File: src/rtl/uart_pkg.sv
// Shared UART definitions: frame geometry, default bit timing and receiver state encoding.
package uart_pkg;

    localparam int unsigned UART_DATA_BITS    = 8;
    localparam int unsigned UART_CLKS_PER_BIT = 50;

    typedef enum logic [2:0] {
        ST_IDLE,
        ST_START,
        ST_DATA,
        ST_STOP,
        ST_BREAK
    } uart_rx_state_e;

    function automatic logic maj3(input logic a, input logic b, input logic c);
        return (a & b) | (a & c) | (b & c);
    endfunction

endpackage

File: src/rtl/sync2.sv
// Two-flop synchronizer for an asynchronous, idle-high input; both stages reset to 1.
module sync2 (
    input  logic clk_i,
    input  logic rst_i,
    input  logic d_i,
    output logic q_o
);

    logic meta_q, meta_d;
    logic sync_q, sync_d;

    always_comb begin
        meta_d = d_i;
        sync_d = meta_q;
    end

    always_ff @(posedge clk_i) begin
        if (rst_i) begin
            meta_q <= 1'b1;
            sync_q <= 1'b1;
        end else begin
            meta_q <= meta_d;
            sync_q <= sync_d;
        end
    end

    assign q_o = sync_q;

endmodule

File: src/rtl/uart_rx_8n1.sv
// 8N1 UART receiver with bit-period counter. Define UART_RX_MAJORITY_EN for 2-of-3
// majority sampling around each sample point (strobe then arrives one cycle later).
module uart_rx_8n1
    import uart_pkg::*;
#(
    parameter int unsigned CLKS_PER_BIT = UART_CLKS_PER_BIT,
    parameter int unsigned CNT_W        = 16
) (
    input  logic       clk_i,
    input  logic       rst_i,
    input  logic       rx,
    output logic [7:0] rxbyte,
    output logic       rxvalid,
    output logic       frame_err,
    output logic       busy
);

`ifdef UART_RX_MAJORITY_EN
    localparam int unsigned SMP_OFS = 1;
`else
    localparam int unsigned SMP_OFS = 0;
`endif

    // Decision points; with majority sampling they sit one count past the nominal target and
    // the counter reloads to 1 so the bit-period spacing stays the same.
    localparam logic [CNT_W-1:0] START_AT   = CNT_W'(CLKS_PER_BIT / 2 - 1 + SMP_OFS);
    localparam logic [CNT_W-1:0] BIT_AT     = CNT_W'(CLKS_PER_BIT - 1 + SMP_OFS);
    localparam logic [CNT_W-1:0] CNT_RELOAD = CNT_W'(SMP_OFS);
    localparam logic [2:0]       LAST_BIT   = 3'(UART_DATA_BITS - 1);

    logic rx_s;
    logic smp;

    uart_rx_state_e            state_q, state_d;
    logic [CNT_W-1:0]          cnt_q, cnt_d;
    logic [2:0]                bitidx_q, bitidx_d;
    logic [UART_DATA_BITS-1:0] shreg_q, shreg_d;
    logic [UART_DATA_BITS-1:0] rxbyte_q, rxbyte_d;
    logic                      rxvalid_q, rxvalid_d;
    logic                      frame_err_q, frame_err_d;

    sync2 u_sync2 (
        .clk_i (clk_i),
        .rst_i (rst_i),
        .d_i   (rx),
        .q_o   (rx_s)
    );

`ifdef UART_RX_MAJORITY_EN
    // hist_q[0] is rx_s one cycle ago, hist_q[1] two cycles ago.
    logic [1:0] hist_q, hist_d;

    always_comb begin
        hist_d = {hist_q[0], rx_s};
        smp    = maj3(hist_q[1], hist_q[0], rx_s);
    end

    always_ff @(posedge clk_i) begin
        if (rst_i) begin
            hist_q <= 2'b11;
        end else begin
            hist_q <= hist_d;
        end
    end
`else
    assign smp = rx_s;
`endif

    always_comb begin
        state_d     = state_q;
        cnt_d       = cnt_q + CNT_W'(1);
        bitidx_d    = bitidx_q;
        shreg_d     = shreg_q;
        rxbyte_d    = rxbyte_q;
        rxvalid_d   = 1'b0;
        frame_err_d = 1'b0;

        unique case (state_q)
            ST_IDLE: begin
                cnt_d = '0;
                if (!rx_s) begin
                    state_d = ST_START;
                end
            end
            ST_START: begin
                if (cnt_q == START_AT) begin
                    if (smp) begin
                        state_d = ST_IDLE;
                    end else begin
                        state_d  = ST_DATA;
                        cnt_d    = CNT_RELOAD;
                        bitidx_d = '0;
                    end
                end
            end
            ST_DATA: begin
                if (cnt_q == BIT_AT) begin
                    shreg_d[bitidx_q] = smp;
                    cnt_d             = CNT_RELOAD;
                    bitidx_d          = bitidx_q + 3'd1;
                    if (bitidx_q == LAST_BIT) begin
                        state_d = ST_STOP;
                    end
                end
            end
            ST_STOP: begin
                if (cnt_q == BIT_AT) begin
                    cnt_d = '0;
                    if (smp) begin
                        rxbyte_d  = shreg_q;
                        rxvalid_d = 1'b1;
                        state_d   = ST_IDLE;
                    end else begin
                        frame_err_d = 1'b1;
                        state_d     = ST_BREAK;
                    end
                end
            end
            ST_BREAK: begin
                // Hold off until the line returns high so a stuck-low line cannot retrigger.
                cnt_d = '0;
                if (rx_s) begin
                    state_d = ST_IDLE;
                end
            end
            default: begin
                cnt_d   = '0;
                state_d = ST_IDLE;
            end
        endcase
    end

    always_ff @(posedge clk_i) begin
        if (rst_i) begin
            state_q     <= ST_IDLE;
            cnt_q       <= '0;
            bitidx_q    <= '0;
            shreg_q     <= '0;
            rxbyte_q    <= '0;
            rxvalid_q   <= 1'b0;
            frame_err_q <= 1'b0;
        end else begin
            state_q     <= state_d;
            cnt_q       <= cnt_d;
            bitidx_q    <= bitidx_d;
            shreg_q     <= shreg_d;
            rxbyte_q    <= rxbyte_d;
            rxvalid_q   <= rxvalid_d;
            frame_err_q <= frame_err_d;
        end
    end

    assign rxbyte    = rxbyte_q;
    assign rxvalid   = rxvalid_q;
    assign frame_err = frame_err_q;
    assign busy      = (state_q != ST_IDLE);

endmodule

File: config.mk
export PLATFORM = sky130hd
export DESIGN_NAME = uart_rx_8n1
export DESIGN_NICKNAME = d
export VERILOG_FILES = /design/src/rtl/uart_pkg.sv /design/src/rtl/sync2.sv /design/src/rtl/uart_rx_8n1.sv
export SDC_FILE = /design/constraint.sdc
export NUM_CORES = 1
export LEC_CHECK = 0
export BUFFER_PORTS_ARGS = -buffer_cell sky130_fd_sc_hd__buf_2
export CAP_MARGIN = 10
export CORE_MARGIN = 5
export CORE_UTILIZATION = 54
export DETAILED_ROUTE_END_ITERATION = 10
export PLACE_DENSITY = 0.84
export SLEW_MARGIN = 20
export SYNTH_ARGS = -nofsm -noshare
export SYNTH_HDL_FRONTEND = slang
export SYNTH_SLANG_ARGS = --single-unit
File: constraint.sdc
create_clock -name clk_i -period 4.1 [get_ports clk_i]
set_clock_uncertainty 0.05 [all_clocks]
set_input_delay 0.41 -clock clk_i [delete_from_list [all_inputs] [get_ports clk_i]]
set_output_delay 0.41 -clock clk_i [all_outputs]
set_load 0.01 [all_outputs]
==> run_results.csv, run 1 <==
group,metric,value,unit
status,run_status,"finished, final reports clean",
hold_path,holdPathEnd,"u_sync2.meta_q",
floorplan,rows,22,
synth,ys_async_sr_fraction,0,
route,vias,1633,
synth,synth_enable_flop_cells,0,
timing,setup_viol,0,
route,firstDrtPassIters,4,
power,power_density,322,mW/mm2
grt,grt_use_total,0.169,
worst_setup_path,rrSetupSlack,1.96,ns
worst_setup_path,cpLargestDelayFamily,"compound AO/OA/AOI/OAI gates",
grt,top_usage_layer,"met2",
synth,ys_top_cells_by_area,"dfxtp_1 41%, a21oi_1 4.3%, mux2i_1 4.3%",
worst_setup_path,required,4.25,ns
synth,ys_seq_area_frac,0.405,
worst_setup_path,startpoint_type,"register",
clocking,cts_tree,"yes",
synth,synth_top_area_frac,0.405,
worst_setup_path,reg2reg_to,"cnt_q[12]",
synth,syn_area,0.00207,mm2
clocking,hold_buffers,0,
grt,grt_max_degree,34,
worst_setup_path,endpoint_kind,"register",
floorplan,dieArea,0.00518,mm2
floorplan,die_h,72.0,um
clocking,clockRootBuffer,"clkbuf_8",
floorplan,ioPinCount,14,
clocking,clkTransAtPathRegs,0.08,ns
synth,syn_nets,235,
clocking,numCtsBuffers,5,
hold_path,hp-class,"in2reg",
grt,grt_overflow_total,0,
route,routed_wl,3.93,mm
timing,slew_viol_final,0,
grt,grt_first_pass_wirelength,6.93,mm
clocking,cts_resized,0,
worst_setup_path,reg2reg_depth,4,
synth,ys_ff_latch,42,
worst_setup_path,critPathKind,"reg2reg",
place,hpwl,2.79,mm
power,p_leak,0.775,nW
hold_path,hp-start,"rx",
synth,ys.flop_type,"dfxtp_1",
synth,yosysWarnings,0,
finish,n_fill_cell,336,
timing,post-route-min-period,2.14,ns
clocking,cts_max_path_buffers,2,
synth,yosysUniqueCellTypes,51,
worst_setup_path,worst_path_max_delay_cell,"o21ai_2",
place,place_congestion,0.816,
clocking,clock_latency,0.31,ns
worst_setup_path,crit_chain,"nor4_4 > nand4_1 > o21ai_2 > o2bb2a_1",
finish,final_area,0.00223,mm2
finish,antenna_cells,0,
worst_setup_path,slowest_delay,0.58,ns
floorplan,die_width,72.0,um
finish,nNetsFinal,240,
grt,grt_pass1_vias,1516,
clocking,clock-sinks,42,
worst_setup_path,worstSetupPathDepth,4,
worst_setup_path,path_buf_inv,0,
clocking,post-cts-setup-buffer-count,0,
floorplan,core,0.00369,mm2
place,port_buffers,13,
finish,final_util,0.605,
synth,syn_inst,227,
timing,finalCritPeriodShare,0.523,
grt,met2_usage,0.288,
grt,gr-usage-met1,0.200,
timing,rsz0062_at_grt,"no",
worst_setup_path,critPathArrivalTime,2.29,ns
route,ant_nets,0,
timing,timing.fmax,466,MHz
run,drv_cap,0,
power,power,0.718,mW
grt,antenna_found_initial,0,
synth,yosysTopAreaCell,"dfxtp_1",
grt,grtUsageMet3,0.0429,
finish,drive_gt1_frac,0.155,
synth,avgSynthCellArea,9.14,um2
route,drc,0,
clocking,h-tree-depth,2,
route,routedWlPerCell,14.0,um
power,ir_drop,223,uV
finish,syn_to_final_growth,7.54,%
worst_setup_path,r2r-start,"cnt_q[12]",
floorplan,initial_core_util,0.562,
route,vias_per_cell,5.81,
timing,hold_viol_final,0,
timing,fin_setup_tns,0,ns
timing,worst_pin_slew,0.633,ns
route,drt-initial-drc-count,116,
hold_path,min_path_cells,2,
place,place_area,0.00213,mm2
timing,relSlewSlack,0.578,
worst_setup_path,cp_max_fo,16,
-- logic make-up after synthesis --
kind of cell / after synthesis / share of synthesized area
AO/OA/AOI/OAI: 48 / 0.145
adder cells (fa/ha/maj): 5 / 0.0302
XOR/XNOR: 10 / 0.0422
flip-flops: 42 / 0.405
multiplexers: 9 / 0.0434
buffers and inverters: 20 / 0.0410
AND/OR/NAND/NOR: 93 / 0.293
-- power breakdown --
part	switching [mW]	total [mW]	leakage, nW	internal [mW]
clock network	0.155	0.278	0.0447	0.123
logic	0.0148	0.0257	0.391	0.0108
registers	0.00435	0.414	0.339	0.410
total	0.174	0.718	0.775	0.544
-- state kept, by name, indices dropped and copies added (netlist names) --
| name | count |
|---|---|
| u_sync2.q_o | 1 |
| state_q | 3 |
| rxvalid | 1 |
| shreg_q | 8 |
| frame_err | 1 |
| u_sync2.meta_q | 1 |
| bitidx_q | 3 |
| cnt_q | 16 |
| rxbyte | 8 |
-- per-layer routing --
layer / vias up / routed length, um
li1: 842 / -
met1: 758 / 1740
met2: 26 / 1970
met3: 7 / 149
met4: 0 / 65
met5: - / 0
-- stage by stage --
step                hold WS (ns)  instances  setup WS, ns
finish                     0.241        281          1.96
global route               0.235        281          1.77
CTS                        0.233        281          1.64
detailed placement         0.349        273          1.65
global placement           0.344        273          1.76
floorplan                  0.339        227          2.24
-- synthesized netlist by cell type, types with 3 or more instances --
library cell and number:
clkbuf_1 11, xor2_1 6, xnor2_1 4, mux2i_1 9
inv_1 5, o31ai_1 3, a22oi_1 6, o21ai_0 10
nand4_1 8, nor2_1 5, nand3_1 15, nand2_1 8
nor4_1 3, o32ai_1 3, a21oi_1 18, nor3_1 10
or4_1 4, dfxtp_1 42, and3_1 3, ha_1 5
or2_2 5, nand2b_1 12
-- worst max-delay path by stage --
stage / from / end / slack [ns]
3_3_place_gp: cnt_q[12] / cnt_q[12] / 1.76
5_1_grt: cnt_q[12] / cnt_q[12] / 1.77
2_1_floorplan: cnt_q[0] / cnt_q[14] / 2.24
4_1_cts: cnt_q[12] / cnt_q[12] / 1.64
3_5_place_dp: cnt_q[12] / cnt_q[12] / 1.65
6_report: cnt_q[12] / cnt_q[12] / 1.96
-- worst reg2reg max path, stage by stage, from the launching register on --
cell,delay (ns)
dfxtp_1,0.37
nor4_4,0.44
nand4_1,0.28
o21ai_2,0.58
o2bb2a_1,0.30
-- placed cells by master (no fill, tap or decap), drive strengths merged, types with 2 or more instances in the layout --
cell type and n:
o21a 2, and4b 2, ha 5, o32ai 3, o31ai 3, o21ai 11, buf 13, xor2 6
nand4 9, inv 6, nand2b 12, or3 2, nand2 8, or2 5, mux2i 9, a22oi 6
a21oi 18, clkbuf 5, nand3 15, xnor2 4, or2b 2, or4 4, dfxtp 42, nor4 5
nor2 5, nor3 11, and3 4
-- layout make-up --
| class | count | area, um2 | area share |
|---|---|---|---|
| Tap cell | 48 | 60.1 | 0.0269 |
| Inverter | 5 | 18.8 | 0.00841 |
| Timing Repair Buffer | 13 | 65.1 | 0.0292 |
| Clock inverter | 3 | 25.0 | 0.0112 |
| Clock buffer | 5 | 68.8 | 0.0308 |
| Multi-Input combinational cell | 165 | 1150 | 0.517 |
| Sequential cell | 42 | 841 | 0.377 |
Power figures use the tool's default switching activity.
==> run 2: changes to the inputs <==
--- a/config.mk
+++ b/config.mk
@@ -8,9 +8,9 @@
 export BUFFER_PORTS_ARGS = -buffer_cell sky130_fd_sc_hd__buf_2
 export CAP_MARGIN = 10
 export CORE_MARGIN = 5
-export CORE_UTILIZATION = 54
+export CORE_UTILIZATION = 53
 export DETAILED_ROUTE_END_ITERATION = 10
-export PLACE_DENSITY = 0.84
+export PLACE_DENSITY = 0.86
 export SLEW_MARGIN = 20
 export SYNTH_ARGS = -nofsm -noshare
 export SYNTH_HDL_FRONTEND = slang
==> constraint.sdc (replaced) <==
create_clock -name clk_i -period 1.9 [get_ports clk_i]
set_clock_uncertainty 0.05 [all_clocks]
set_input_delay 0.19 -clock clk_i [delete_from_list [all_inputs] [get_ports clk_i]]
set_output_delay 0.19 -clock clk_i [all_outputs]
set_load 0.01 [all_outputs]
==> run 2 against run 1 <==
  * Die area up 1.6%
  * Clock power is 120% higher
  * Setup slack got worse by 1.9 ns
  * First-iteration DRC count is 40% higher
  * Total power is 120% higher
  * Critical endpoint is now state_q[1]
  * Routed wire length up 13%
  * Highest routed layer unchanged
  * Largest power group unchanged
==> run_results.csv, run 2 (same netlist as run 1, synthesis figures left out) <==
group,metric,value,unit
floorplan,die_h,72.6,um
run,drv_cap,0,
grt,grt_use_total,0.172,
status,run_status,"finished, final reports clean",
clocking,numCtsBuffers,5,
clocking,clock-sinks,42,
place,port_buffers,13,
hold_path,hp-start,"rx",
route,routedWlPerCell,14.9,um
power,p_leak,0.864,nW
grt,grt_first_pass_wirelength,7.18,mm
worst_setup_path,cpLargestDelayFamily,"simple AND/OR/NAND/NOR gates",
route,vias_per_cell,5.92,
worst_setup_path,path_buf_inv,2,
timing,hold_viol_final,0,
timing,finalCritPeriodShare,0.986,
worst_setup_path,cp_max_fo,6,
power,power_density,651,mW/mm2
timing,worst_slack,0.0263,ns
worst_setup_path,reg2reg_depth,6,
worst_setup_path,worst_path_max_delay_cell,"dfxtp_1",
power,ir_drop,398,uV
floorplan,die_width,72.6,um
clocking,hold_buffers,0,
floorplan,initial_core_util,0.558,
floorplan,rows,22,
grt,antenna_found_initial,0,
floorplan,core,0.00372,mm2
finish,n_fill_cell,318,
hold_path,hp-class,"in2reg",
clocking,clock_latency,0.31,ns
worst_setup_path,required,2.08,ns
finish,final_util,0.645,
finish,syn_to_final_growth,15.6,%
route,firstDrtPassIters,4,
worst_setup_path,crit_start,"cnt_q[14]",
worst_setup_path,crit_chain,"nor4_4 > buf_4 > nand4_1 > buf_4 > a221o_1 > nor2_1",
route,ant_nets,0,
finish,mostFrequentLayoutCell,"dfxtp_1",
hold_path,min_path_cells,2,
timing,setup_viol,0,
timing,timing.fmax,534,MHz
worst_setup_path,rrSetupSlack,0.03,ns
grt,grt_max_degree,19,
finish,drive_gt1_frac,0.231,
timing,relSlewSlack,0.737,
route,routed_wl,4.45,mm
hold_path,holdPathEnd,"u_sync2.meta_q",
finish,final_cell_mix,"40 x dfxtp_1, 18 x a21oi_1, 16 x buf_4, 14 x nand3_1, 13 x buf_2",
worst_setup_path,critPathKind,"reg2reg",
worst_setup_path,startpoint_type,"register",
worst_setup_path,critPathArrivalTime,2.06,ns
worst_setup_path,endpoint_kind,"register",
timing,post-route-min-period,1.87,ns
grt,grt_pass1_vias,1617,
route,vias,1770,
clocking,clockRootBuffer,"clkbuf_8",
worst_setup_path,reg2reg_to,"state_q[1]",
clocking,clkTransAtPathRegs,0.10,ns
finish,nNetsFinal,258,
finish,largest_reg_flops,16,
floorplan,ioPinCount,14,
clocking,cts_max_path_buffers,2,
route,drc,0,
finish,antenna_cells,0,
place,place_congestion,0.808,
place,place_area,0.00221,mm2
timing,worst_pin_slew,0.390,ns
place,place_ws,0.0427,ns
clocking,h-tree-depth,2,
route,drt-initial-drc-count,162,
floorplan,dieArea,0.00527,mm2
finish,regMostFlops,"cnt_q",
timing,slew_viol_final,0,
timing,rsz0062_at_grt,"yes",
grt,grt_overflow_total,0,
timing,fin_setup_tns,0,ns
place,hpwl,2.91,mm
worst_setup_path,slowest_delay,0.37,ns
power,power,1.56,mW
clocking,cts_tree,"yes",
worst_setup_path,r2r-start,"cnt_q[14]",
finish,final_area,0.00240,mm2
worst_setup_path,path_common_cell,"buf_4",
==> run 2: per-layer routing <==
layer,vias up,GRT usage,part of all wire
li1,884,-,-
met3,11,0.0457,0.046
met5,-,0,0
met2,34,0.305,0.50
met4,0,0.0676,0.022
met1,841,0.196,0.43
==> run 2: layout make-up <==
class / count / area, um2 / area share
Sequential cell: 42 / 843 / 0.352
Timing Repair Buffer: 31 / 216 / 0.0903
Clock buffer: 5 / 68.8 / 0.0287
Tap cell: 48 / 60.1 / 0.0251
Clock inverter: 3 / 25.0 / 0.0104
Inverter: 5 / 18.8 / 0.00783
Multi-Input combinational cell: 165 / 1160 / 0.486
==> run 2: where the power goes <==
part           internal, mW  total [mW]  switching [mW]  leakage [nW]
Sequential            0.885       0.893         0.00801         0.340
Clock                 0.265       0.601           0.336        0.0447
Combinational        0.0295      0.0671          0.0376         0.479
==> run 2: worst max path at each step <==
stage,cells past startpoint,to
floorplan,6,cnt_q[14]
global placement,4,shreg_q[6]
detailed placement,5,shreg_q[6]
CTS,4,bitidx_q[1]
global route,6,cnt_q[12]
finish,6,state_q[1]
==> run 2: what timing repair did <==
| action | 4_1_cts | 5_1_grt |
|---|---|---|
| buffers inserted | 0 | 8 |
| setup endpoints to repair | 0 | 16 |
| gates resized for setup | 0 | 6 |
==> run 2: through the flow <==
step | std cells | hold WS [ns]
detailed placement | 283 | 0.334
global route | 299 | 0.0357
CTS | 291 | 0.0218
global placement | 283 | 0.325
floorplan | 227 | 0.244
finish | 299 | 0.0263
==> run 3: changes to the inputs <==
--- a/config.mk
+++ b/config.mk
@@ -8,9 +8,9 @@
 export BUFFER_PORTS_ARGS = -buffer_cell sky130_fd_sc_hd__buf_2
 export CAP_MARGIN = 10
 export CORE_MARGIN = 5
-export CORE_UTILIZATION = 53
+export CORE_UTILIZATION = 38
 export DETAILED_ROUTE_END_ITERATION = 10
-export PLACE_DENSITY = 0.86
+export PLACE_DENSITY = 0.68
 export SLEW_MARGIN = 20
 export SYNTH_ARGS = -nofsm -noshare
 export SYNTH_HDL_FRONTEND = slang
==> run 3 against run 2 <==
  * Worst hold slack better by 0.0048 ns
  * Sequential power hardly changed
  * Sequential share of layout area is 0.29 points lower
  * Clock power is 15% higher
  * Cell area is 0.99% higher
  * Total power is 5.7% higher
  * Die area is 34% higher
  * Combinational power is 6.3% lower
  * Critical endpoint is now shreg_q[6]
  * Register-to-register slack better by 0.07 ns
  * Clock-buffer cell count stayed put
  * Largest power group unchanged
==> run_results.csv, run 3 (same netlist as run 1, synthesis figures left out) <==
group,metric,value,unit
status,run_status,"finished, final reports clean",
place,place_congestion,0.801,
clocking,hold_buffers,0,
worst_setup_path,critPathArrivalTime,1.93,ns
route,ant_nets,0,
power,power_frac_seq,0.542,
power,switchingPower,0.352,mW
clocking,cts_tree,"yes",
clocking,clock-sinks,42,
floorplan,dieArea,0.00704,mm2
power,p_leak,0.872,nW
finish,drive_gt1_frac,0.232,
place,port_buffers,13,
route,routedWlPerCell,13.7,um
timing,post-route-min-period,1.80,ns
timing,slew_viol_final,0,
finish,largest_reg_flops,16,
timing,relSlewSlack,0.733,
route,firstDrtPassIters,4,
timing,setup_viol,0,
hold_path,holdPathEnd,"u_sync2.meta_q",
worst_setup_path,reg2reg_to,"shreg_q[6]",
finish,n_fill_cell,554,
worst_setup_path,rrSetupSlack,0.1,ns
finish,syn_to_final_growth,16.7,%
timing,timing.fmax,555,MHz
power,pwr-share-clk,0.420,
power,power,1.65,mW
floorplan,initial_core_util,0.384,
power,ir_drop,295,uV
grt,grt_first_pass_wirelength,7.69,mm
power,power_density,682,mW/mm2
grt,grt_overflow_total,0,
place,place_area,0.00227,mm2
place,dp_cells,311,
finish,nNetsFinal,257,
hold_path,hp-start,"rx",
clocking,clockRootBuffer,"clkbuf_8",
finish,mostFrequentLayoutCell,"dfxtp_1",
floorplan,die_width,83.9,um
timing,hold_viol_final,0,
power,sw_frac_of_total,0.213,
clocking,clkTransAtPathRegs,0.08,ns
run,drv_cap,0,
timing,worst_pin_slew,0.397,ns
grt,antenna_found_initial,0,
worst_setup_path,required,2.03,ns
hold_path,hp-class,"in2reg",
finish,antenna_cells,0,
timing,finalCritPeriodShare,0.948,
clocking,clock_latency,0.29,ns
power,p_comb_frac,0.038,
worst_setup_path,critPathKind,"reg2reg",
grt,grt_use_total,0.131,
worst_setup_path,crit_start,"cnt_q[11]",
power,p_int,1.30,mW
finish,instances_no_fill,322,
floorplan,die_h,83.9,um
clocking,numCtsBuffers,5,
route,routed_wl,4.42,mm
finish,final_util,0.448,
route,drt-initial-drc-count,71,
floorplan,rows,27,
worst_setup_path,cp_max_fo,7,
grt,grt_max_degree,25,
clocking,cts_max_path_buffers,2,
worst_setup_path,r2r-start,"cnt_q[11]",
worst_setup_path,startpoint_type,"register",
floorplan,ioPinCount,14,
worst_setup_path,reg2reg_depth,5,
grt,grt_pass1_vias,1600,
route,vias_per_cell,5.33,
route,vias,1715,
place,hpwl,3.12,mm
finish,final_cell_mix,"39 x dfxtp_1, 18 x a21oi_1, 17 x buf_4, 14 x nand3_1, 13 x buf_2",
timing,rsz0062_at_grt,"no",
hold_path,min_path_cells,2,
finish,regMostFlops,"cnt_q",
worst_setup_path,endpoint_kind,"register",
clocking,h-tree-depth,2,
finish,final_area,0.00242,mm2
floorplan,core,0.00541,mm2
timing,fin_setup_tns,0,ns
route,drc,0,
==> run 3: changes by cell type in the layout (fill, tap and decap cells not counted), sizes merged <==
| cell | previous run | this run |
|---|---|---|
| buf | 31 | 30 |
| bufinv | 0 | 1 |
| clkinv | 1 | 2 |
| clkinvlp | 1 | 0 |
| inv | 6 | 5 |
==> run 3: cell type report <==
class	instances	area (um2)	share of cell area
well taps	72	90.1	0.0372
clock inverters	3	40.0	0.0165
clock buffers	5	68.8	0.0284
repair buffers	30	193	0.0796
flip-flops and latches	42	845	0.349
multi-input cells	165	1170	0.482
inverters	5	18.8	0.00775
==> run 3: power groups by stage <==
stage                     combinational [mW]  clock, mW  sequential [mW]
after floorplan                       0.0518          0            0.907
after global placement                0.0603          0            0.914
after detailed placement              0.0602          0            0.914
after CTS                             0.0611      0.715            0.894
after global routing                  0.0697      0.760            0.896
final                                 0.0629      0.693            0.894
==> run 3: through the flow <==
step                hold WS (ns)  setup slack [ns]
floorplan                  0.244            0.0377
global placement           0.329            0.0886
detailed placement         0.331            0.0246
CTS                       0.0279            0.0156
global route              0.0349            0.0195
finish                    0.0310            0.0996
==> run 3: metal layers <==
| layer | up-vias | wire length (um) | global-route usage |
|---|---|---|---|
| met5 | - | 0 | 0 |
| met4 | 0 | 56 | 0.0380 |
| met3 | 6 | 143 | 0.0444 |
| met2 | 17 | 2160 | 0.218 |
| met1 | 817 | 2060 | 0.161 |
| li1 | 875 | - | - |
==> run 3: critical path: stages, from the launching register on <==
cell and delay (ns):
dfxtp_1 0.36, nor4_4 0.29, buf_4 0.18, nand4_4 0.16
or4b_4 0.52, mux2i_1 0.13
==> run 3: timing repair <==
| action | in CTS | in global routing |
|---|---|---|
| pin swaps | 0 | 5 |
| cloned | 0 | 0 |
| resized for setup | 1 | 5 |
| buffers inserted | 0 | 3 |
| endpoints found under the setup margin | 1 | 16 |
==> run 3: worst max-delay path by stage <==
| stage | endpoint | cells past startpoint |
|---|---|---|
| final | shreg_q[6] | 5 |
| after global routing | shreg_q[6] | 5 |
| after CTS | shreg_q[6] | 4 |
| after detailed placement | cnt_q[1] | 7 |
| after global placement | cnt_q[1] | 7 |
| after floorplan | cnt_q[14] | 6 |
